**src/rtl/ram_fifo_ctrl_if.sv**
```systemverilog
// Producer/consumer valid-ready stream pair around the RAM-backed FIFO.
// The controller uses the slave modport; the traffic source/sink uses master.
interface ram_fifo_ctrl_if #(
    parameter int DATA_W = 16
);
    logic              in_valid;
    logic [DATA_W-1:0] in_data;
    logic              in_ready;
    logic              out_valid;
    logic [DATA_W-1:0] out_data;
    logic              out_ready;

    modport slave (
        input  in_valid, in_data, out_ready,
        output in_ready, out_valid, out_data
    );

    modport master (
        output in_valid, in_data, out_ready,
        input  in_ready, out_valid, out_data
    );
endinterface

```
**src/rtl/ram_fifo_ctrl.sv**
```systemverilog
// FIFO sequencer over a single-port RAM with a registered head word; an empty push shows next cycle.
// One RAM access per cycle: head refill (READ) beats a push, so in_ready drops on refill cycles.
module ram_fifo_ctrl #(
    parameter int DATA_W = 16,
    parameter int ADDR_W = 3,
    parameter int DEPTH  = 8
) (
    input  logic              clk,
    input  logic              rst,
    input  logic              flush,
    ram_fifo_ctrl_if.slave    strm,
    output logic [ADDR_W:0]   level,
    output logic              ram_full,
    output logic              ram_cs,
    output logic              ram_rw,
    output logic [ADDR_W-1:0] ram_addr,
    output logic [DATA_W-1:0] ram_din,
    input  logic [DATA_W-1:0] ram_dout
);

    localparam logic [ADDR_W:0] CNT_MAX = (ADDR_W+1)'(DEPTH);

    typedef enum logic [2:0] {
        OP_IDLE,
        OP_FLUSH,
        OP_READ,
        OP_BYPASS,
        OP_WRITE,
        OP_HOLD
    } op_t;

    op_t               op;
    logic [ADDR_W-1:0] wr_ptr, wr_ptr_d;
    logic [ADDR_W-1:0] rd_ptr, rd_ptr_d;
    logic [ADDR_W:0]   ram_cnt, ram_cnt_d;
    logic              out_valid_q, out_valid_d;
    logic [DATA_W-1:0] out_data_q, out_data_d;
    logic              pop, slot, ram_empty;
    logic              in_ready_c;

    assign pop       = out_valid_q & strm.out_ready;
    assign slot      = ~out_valid_q | pop;
    assign ram_empty = (ram_cnt == '0);
    assign ram_full  = (ram_cnt == CNT_MAX);

    // Operation select; while reset is held nothing is allowed to touch the RAM.
    always_comb begin
        op = OP_IDLE;
        if (!rst) begin
            if (flush)                 op = OP_FLUSH;
            else if (slot && !ram_empty) op = OP_READ;
            else if (slot)             op = OP_BYPASS;
            else if (!ram_full)        op = OP_WRITE;
            else                       op = OP_HOLD;
        end
    end

    always_comb begin
        ram_cs      = 1'b0;
        ram_rw      = 1'b0;
        in_ready_c  = 1'b0;
        wr_ptr_d    = wr_ptr;
        rd_ptr_d    = rd_ptr;
        ram_cnt_d   = ram_cnt;
        out_valid_d = out_valid_q;
        out_data_d  = out_data_q;
        case (op)
            OP_FLUSH: begin
                wr_ptr_d    = '0;
                rd_ptr_d    = '0;
                ram_cnt_d   = '0;
                out_valid_d = 1'b0;
            end
            OP_READ: begin
                ram_cs      = 1'b1;
                out_data_d  = ram_dout;
                out_valid_d = 1'b1;
                rd_ptr_d    = rd_ptr + 1'b1;
                ram_cnt_d   = ram_cnt - 1'b1;
            end
            OP_BYPASS: begin
                in_ready_c  = 1'b1;
                out_valid_d = strm.in_valid;
                if (strm.in_valid) out_data_d = strm.in_data;
            end
            OP_WRITE: begin
                in_ready_c = 1'b1;
                ram_cs     = strm.in_valid;
                ram_rw     = strm.in_valid;
                if (strm.in_valid) begin
                    wr_ptr_d  = wr_ptr + 1'b1;
                    ram_cnt_d = ram_cnt + 1'b1;
                end
            end
            default: ;
        endcase
    end

    // Idle RAM port parks on the read pointer.
    assign ram_addr = ram_rw ? wr_ptr : rd_ptr;
    assign ram_din  = strm.in_data;

    always_ff @(posedge clk or posedge rst) begin
        if (rst) begin
            wr_ptr      <= '0;
            rd_ptr      <= '0;
            ram_cnt     <= '0;
            out_valid_q <= 1'b0;
            out_data_q  <= '0;
        end else begin
            wr_ptr      <= wr_ptr_d;
            rd_ptr      <= rd_ptr_d;
            ram_cnt     <= ram_cnt_d;
            out_valid_q <= out_valid_d;
            out_data_q  <= out_data_d;
        end
    end

    assign strm.in_ready  = in_ready_c;
    assign strm.out_valid = out_valid_q;
    assign strm.out_data  = out_data_q;
    assign level          = ram_cnt + {{ADDR_W{1'b0}}, out_valid_q};

endmodule

```
**src/flat_wrapper.sv**
```systemverilog
// flat-port wrapper written by rule: the top's interface ports become plain ports
module ram_fifo_ctrl_flat 
#(
    parameter int DATA_W = 16,
    parameter int ADDR_W = 3,
    parameter int DEPTH  = 8
)
  (clk, rst, flush, level, ram_full, ram_cs, ram_rw, ram_addr, ram_din, ram_dout, strm_in_valid, strm_in_data, strm_out_ready, strm_in_ready, strm_out_valid, strm_out_data);
  ram_fifo_ctrl_if #(.DATA_W(DATA_W)) strm_i ();
  input  logic clk;
  input  logic rst;
  input  logic flush;
  output logic [ADDR_W:0] level;
  output logic ram_full;
  output logic ram_cs;
  output logic ram_rw;
  output logic [ADDR_W-1:0] ram_addr;
  output logic [DATA_W-1:0] ram_din;
  input  logic [DATA_W-1:0] ram_dout;
  input wire logic [$bits(strm_i.in_valid)-1:0] strm_in_valid;
  input wire logic [$bits(strm_i.in_data)-1:0] strm_in_data;
  input wire logic [$bits(strm_i.out_ready)-1:0] strm_out_ready;
  output wire logic [$bits(strm_i.in_ready)-1:0] strm_in_ready;
  output wire logic [$bits(strm_i.out_valid)-1:0] strm_out_valid;
  output wire logic [$bits(strm_i.out_data)-1:0] strm_out_data;
  assign strm_i.in_valid = strm_in_valid;
  assign strm_i.in_data = strm_in_data;
  assign strm_i.out_ready = strm_out_ready;
  assign strm_in_ready = strm_i.in_ready;
  assign strm_out_valid = strm_i.out_valid;
  assign strm_out_data = strm_i.out_data;
  ram_fifo_ctrl #(.DATA_W(DATA_W), .ADDR_W(ADDR_W), .DEPTH(DEPTH)) u_core (.clk(clk), .rst(rst), .flush(flush), .strm(strm_i), .level(level), .ram_full(ram_full), .ram_cs(ram_cs), .ram_rw(ram_rw), .ram_addr(ram_addr), .ram_din(ram_din), .ram_dout(ram_dout));
endmodule
```
**config.mk**
```make
export PLATFORM = sky130hd
export DESIGN_NAME = ram_fifo_ctrl_flat
export DESIGN_NICKNAME = d
export VERILOG_FILES = /design/src/rtl/ram_fifo_ctrl_if.sv /design/src/rtl/ram_fifo_ctrl.sv /design/src/flat_wrapper.sv
export SDC_FILE = /design/constraint.sdc
export NUM_CORES = 1
export LEC_CHECK = 0
export ABC_AREA = 1
export CORE_AREA = 2 2 68 70
export CTS_BUF_LIST = sky130_fd_sc_hd__clkbuf_8
export DETAILED_ROUTE_END_ITERATION = 16
export DIE_AREA = 0 0 70 72
export PLACE_DENSITY = 0.81
export SETUP_SLACK_MARGIN = 0.02
export SLEW_MARGIN = 10
export SYNTH_ARGS = -nofsm -noshare
export SYNTH_HDL_FRONTEND = slang
export SYNTH_SLANG_ARGS = --single-unit
```
**constraint.sdc**
```tcl
create_clock -name clk -period 2 [get_ports clk]
set_input_delay 0.3 -clock clk [delete_from_list [all_inputs] [get_ports clk]]
set_output_delay 0.3 -clock clk [all_outputs]
set_load 0.1 [all_outputs]
```
# Yosys cells after proc, flatten, opt, wreduce, memory -nomap -nowiden
# Cells that the tools add are included.
# word_totals
register_bits,27
elab_cells,49
output_inout_bits,44
in_bits,37
# classes
n_eq_ne,7
n_reduce_logical,12
bitwise,3
n_mux,17
add_sub_neg,5
# op_table
operator,n
$pmux 16 s2,1
$mux 3,6
$mux 16,1
$pmux 3 s2,2
$pmux 4 s3,1
$add 3x1->3 const B,2
$eq 3x2->1 const B,2
$reduce_and 2->1,3
$reduce_bool 2->1,3
$reduce_bool 3->1,2
$add 4x1->4,1
$add 4x1->4 const B,1
$eq 4x4->1 const B,1
$logic_not 4->1,1
$mux 4,1
$ne 2x2->1 const B,2
$sub 4x1->4 const B,1
$eq 3x1->1 const B,1
$eq 3x3->1 const B,1
$mux 1,3
$pmux 1 s3,1
$pmux 1 s2,1
$reduce_or 2->1,1
$and 1x1->1,1
other kinds (4),4

# Logic depth before layout (Yosys ltp)
# logic_depth
ltp_word,9
mapped_depth,12

# Worst setup path after synthesis
# OpenSTA, ideal clock, no wires.
# synth_timing
path_kind,register to output
start,"register u_core.out_valid_q, in the netlist u_core.strm.out_valid"
end,output port ram_addr[0]
t_required_ps,1700
t_arrival_ps,3777
path_slack_ps,-2077
path_stages_with_launch,6
path_buffers,0
path_cell_list,dfrtp_1 nand2_1 nor2_1 nand3_2 inv_2 o21ai_0
# synth_between
elab_chain_cells,9
elab_cells_between_ends,11
cone_classes,eq/ne (1); mux (6); bitwise (3); reduce/logical (1)
# synth_rtl
element,line,rtl
"start, declared",ram_fifo_ctrl.sv:36,"logic out_valid_q, out_valid_d;"
"start signal, assigned",ram_fifo_ctrl.sv:114,out_valid_q <= out_valid_d;
$and 1x1->1 or $not 1->1 (tied branches),"ram_fifo_ctrl.sv:41, ram_fifo_ctrl.sv:42",
$or 1x1->1 (*),ram_fifo_ctrl.sv:42,assign slot = ~out_valid_q | pop;
$mux 3 or $logic_and 1x1->1 (tied branches),"ram_fifo_ctrl.sv:52, ram_fifo_ctrl.sv:51",
$mux 3 (*),ram_fifo_ctrl.sv:51,else if (slot && !ram_empty) op = OP_READ;
$mux 3 (*),ram_fifo_ctrl.sv:50,if (flush) op = OP_FLUSH;
$mux 3 (*),ram_fifo_ctrl.sv:49,if (!rst) begin
$eq 3x3->1 (*),ram_fifo_ctrl.sv:67,case (op)
$mux 1 (*),ram_fifo_ctrl.sv:67,
net ram_rw,flat_wrapper.sv:16,output logic ram_rw;
$mux 3 (*),ram_fifo_ctrl.sv:100,assign ram_addr = ram_rw ? wr_ptr : rd_ptr;
"end, declared",flat_wrapper.sv:17,output logic [ADDR_W-1:0] ram_addr;
# Mark *: on every way through the listed nets, which the timed path passes. The rest lies on a longest branch.

# Worst setup path in the final report
# layout_timing
start,"register u_core.out_valid_q, in the netlist u_core.strm.out_valid"
end,output port ram_addr[0]
# layout_between
elab_chain_cells,9
elab_cells_between_ends,11
cone_classes,eq/ne (1); mux (6); bitwise (3); reduce/logical (1)
# layout_rtl
element,line
$and 1x1->1 or $not 1->1 (tied branches),"ram_fifo_ctrl.sv:41, ram_fifo_ctrl.sv:42"
$or 1x1->1 (*),ram_fifo_ctrl.sv:42
$mux 3 or $logic_and 1x1->1 (tied branches),"ram_fifo_ctrl.sv:52, ram_fifo_ctrl.sv:51"
$mux 3 (*),ram_fifo_ctrl.sv:51
$mux 3 (*),ram_fifo_ctrl.sv:50
$mux 3 (*),ram_fifo_ctrl.sv:49
$eq 3x3->1 (*),ram_fifo_ctrl.sv:67
$mux 1 (*),ram_fifo_ctrl.sv:67
$mux 3 (*),ram_fifo_ctrl.sv:100
# Every way passes the cells marked *; elsewhere a longest branch is shown, timed or not.

==> impl_results.md <==
- Status: completed
- Share of post-route cells with drive strength above 1: 31.3%
- Top cell type's share of synthesized area: 37.5%
- Post-CTS Hold Fix Bufs: 0
- Layout Nets: 368
- Tmin final: 1.91 ns
- Top sig layer: met4
- Top cell type by total area after synthesis: dfrtp_1
- Area Overhead vs Synth: 71.1%
- Die Wd: 70 um
- CP Class: reg -> out
- Starting Density: 42.3%
- Worst path arrival time: 1.61 ns
- Max Clock Freq: 0.523 GHz
- Net Count, Synth: 283
- Filler cells: 324
- Tcrit/Tclk final: 95.5%
- DRT iter0 DRCs: 70
- Buf/Inv on CP: 3
- Worst-path clk slew: 0.10 ns
- Core Area: 4260 um2
- Critical path cell sequence: nand2_2 -> nor2_4 -> nand3_4 -> inv_8 -> buf_12 -> o21ai_4 -> buf_12
- Final HPWL DP: 3.68 mm
- CP endpoint kind: output port
- Wire length on met3: 190 um
- Count of final hold-check violations: 0
- Post-Syn Instances: 239
- Post-DR vias/cell: 4.65
- CTS Buffer Depth: 2
- TritonCTS Buffers: 3
- I/O pins: 81
- Insertion delay to the later sink of the worst-skew pair: 0.27 ns
- WL/cell: 12.2 um
- Crit path top cell by count: buf_12
- Vias in the first global route: 1648
- Gpl congestion: 0.770
- Core Util, Final: 72.4%
- WP data required: 1.70 ns
- Pin count of the biggest net entering global routing: 28
- Max H-tree Level: 1
- Distinct cells, synth: 27
- CP Launch Type: flop
- Chip Height: 72 um
- Pre-antenna DRT Iters: 4
- Leak Pwr: 1.58 nW
- Worst VDD drop: 1160 uV
- Seq/Total Area, Yosys: 37.5%
- Vias post-DR: 1744
- Most common cell after layout, fill and taps aside: nand2_1
- Register bit total from synthesis: 27
- Slew Limit Fails: 0
- CP max FO: 5
- Routed length on met2: 2.38 mm
- Antenna violations before repair: 0
- Post-Synthesis Cell Area: 1800 um2
- Total of max-cap violations: 0
- CP delay by family, top: flip-flops
- Port Buffers: 80
- Syn avg cell area: 7.54 um2
- RSZ-0062 raised after global routing: no
- PD cells: 1720 nW/um2
- Tot GR Track Use: 18.6%
- WL met1: 1.98 mm
- Die area: 5040 um2
- Worst hold path type: in -> async
- Clock skew: 0.00133 ns
- Sink Count: 27
- TritonCTS clock tree: yes
- CP max stage delay: 0.51 ns
- GR Overflow Total: 0
- Row count: 24
- Final setup vio count: 0
- Remaining DRCs: 0
- Slew margin rel.: 77.2%
- Crit path max-delay cell type: dfrtp_4
- # diodes: 0
- First-pass GRT wire length: 7.73 mm
- Least-Margin Pin Slew: 0.343 ns
- ANT nets after route: 0
- Synth warn: 0
- Root buffer cell: clkbuf_8
- Setup TNS: 0 ns
- Detailed Route WL: 4.59 mm
- Commonest non-fill, non-tap cells in the layout: 89 x nand2_1, 36 x clkdlybuf4s50_1, 36 x buf_4, 29 x inv_1, 29 x buf_12
- Top post-synthesis cells by area: dfrtp_1 37%, nand2_1 19%, buf_4 6.7%
==> worst reg2reg max path, delay by kind of cell (launching register included) <==
kind	cells	cell delay, ns
fa+ha+maj	1	0.34
flops	1	0.45
simple gates	9	0.89
==> path summary, 6_finish.rpt <==
check / start / to / slack, ns / depth (start not counted)
min: rst / u_core.ram_cnt[2] / 0.44 / 3
max reg2reg: u_core.strm.out_valid / u_core.ram_cnt[3] / 0.22 / 10
min reg2reg: u_core.strm.out_data[15] / u_core.strm.out_data[15] / 0.49 / 2
min in group clk: u_core.strm.out_data[15] / u_core.strm.out_data[15] / 0.49 / 2
max: u_core.strm.out_valid / ram_addr[0] / 0.09 / 7
max in group asynchronous: rst / u_core.strm.out_valid / 1.27 / 3
==> synth_stat cells (all sizes together) <==
| cell type | n |
|---|---|
| buf | 21 |
| dfrtp | 27 |
| fa | 1 |
| ha | 6 |
| inv | 34 |
| nand2 | 94 |
| nand3 | 14 |
| nand3b | 1 |
| nand4 | 2 |
| nor2 | 8 |
| o2111ai | 1 |
| o21ai | 24 |
| o22ai | 1 |
| or2 | 1 |
| xnor2 | 2 |
| xor2 | 2 |
==> routing by layer <==
| metal | vias up | track usage (%) |
|---|---|---|
| li1 | 897 | - |
| met1 | 803 | 24.0 |
| met2 | 40 | 33.7 |
| met3 | 4 | 2.92 |
| met4 | 0 | 3.21 |
| met5 | - | 0 |
==> cell type report <==
class | count | area (um2) | share of cell area (%)
Sequential cell | 27 | 682 | 22.1
Timing Repair Buffer | 101 | 1210 | 39.3
Multi-Input combinational cell | 157 | 943 | 30.6
Tap cell | 52 | 65.1 | 2.11
Clock buffer | 3 | 41.3 | 1.34
Clock inverter | 1 | 7.51 | 0.243
Inverter | 34 | 135 | 4.38
==> power by group <==
part,leakage [nW],switching [W],total [W],internal [W]
clock network,0.0217,0.000176,0.000318,0.000141
registers,0.346,0.000140,0.000909,0.000769
logic,1.21,0.00287,0.00409,0.00122
==> repair_timing <==
item	in CTS	in global routing
resized for setup	5	2
pin swaps	0	2
buffers inserted	3	3
endpoints found under the setup margin	4	6
gates cloned	0	0
==> per-stage QoR <==
step | worst slack [ns] | instance area, um2 | hold WS [ns] | total power (W) | std cells
2_1_floorplan | -0.102 | 1900 | 0.203 | 0.00385 | 239
3_3_place_gp | -0.0553 | 2970 | 0.463 | 0.00486 | 365
3_5_place_dp | -0.133 | 2970 | 0.467 | 0.00494 | 365
4_1_cts | 0.0340 | 3060 | 0.458 | 0.00532 | 372
5_1_grt | 0.0272 | 3090 | 0.484 | 0.00557 | 375
6_report | 0.0895 | 3090 | 0.444 | 0.00532 | 375
==> sequential cells by signal (all words and copies together), names as in the netlist <==
signal,cells
u_core.strm.out_data,16
u_core.ram_cnt,4
u_core.rd_ptr,3
u_core.wr_ptr,3
u_core.strm.out_valid,1
==> cells by family after synthesis <==
| family | count (synthesis) | share of synthesized area [%] |
|---|---|---|
| AOI/OAI and AO/OA | 26 | 8.12 |
| xor gates and xnor gates | 4 | 1.94 |
| adders and majority gates | 7 | 5.27 |
| buffers and inverters | 55 | 15.8 |
| DFF | 27 | 37.5 |
| and+or+nand+nor | 120 | 31.4 |
(Power assumes the default switching activity.)
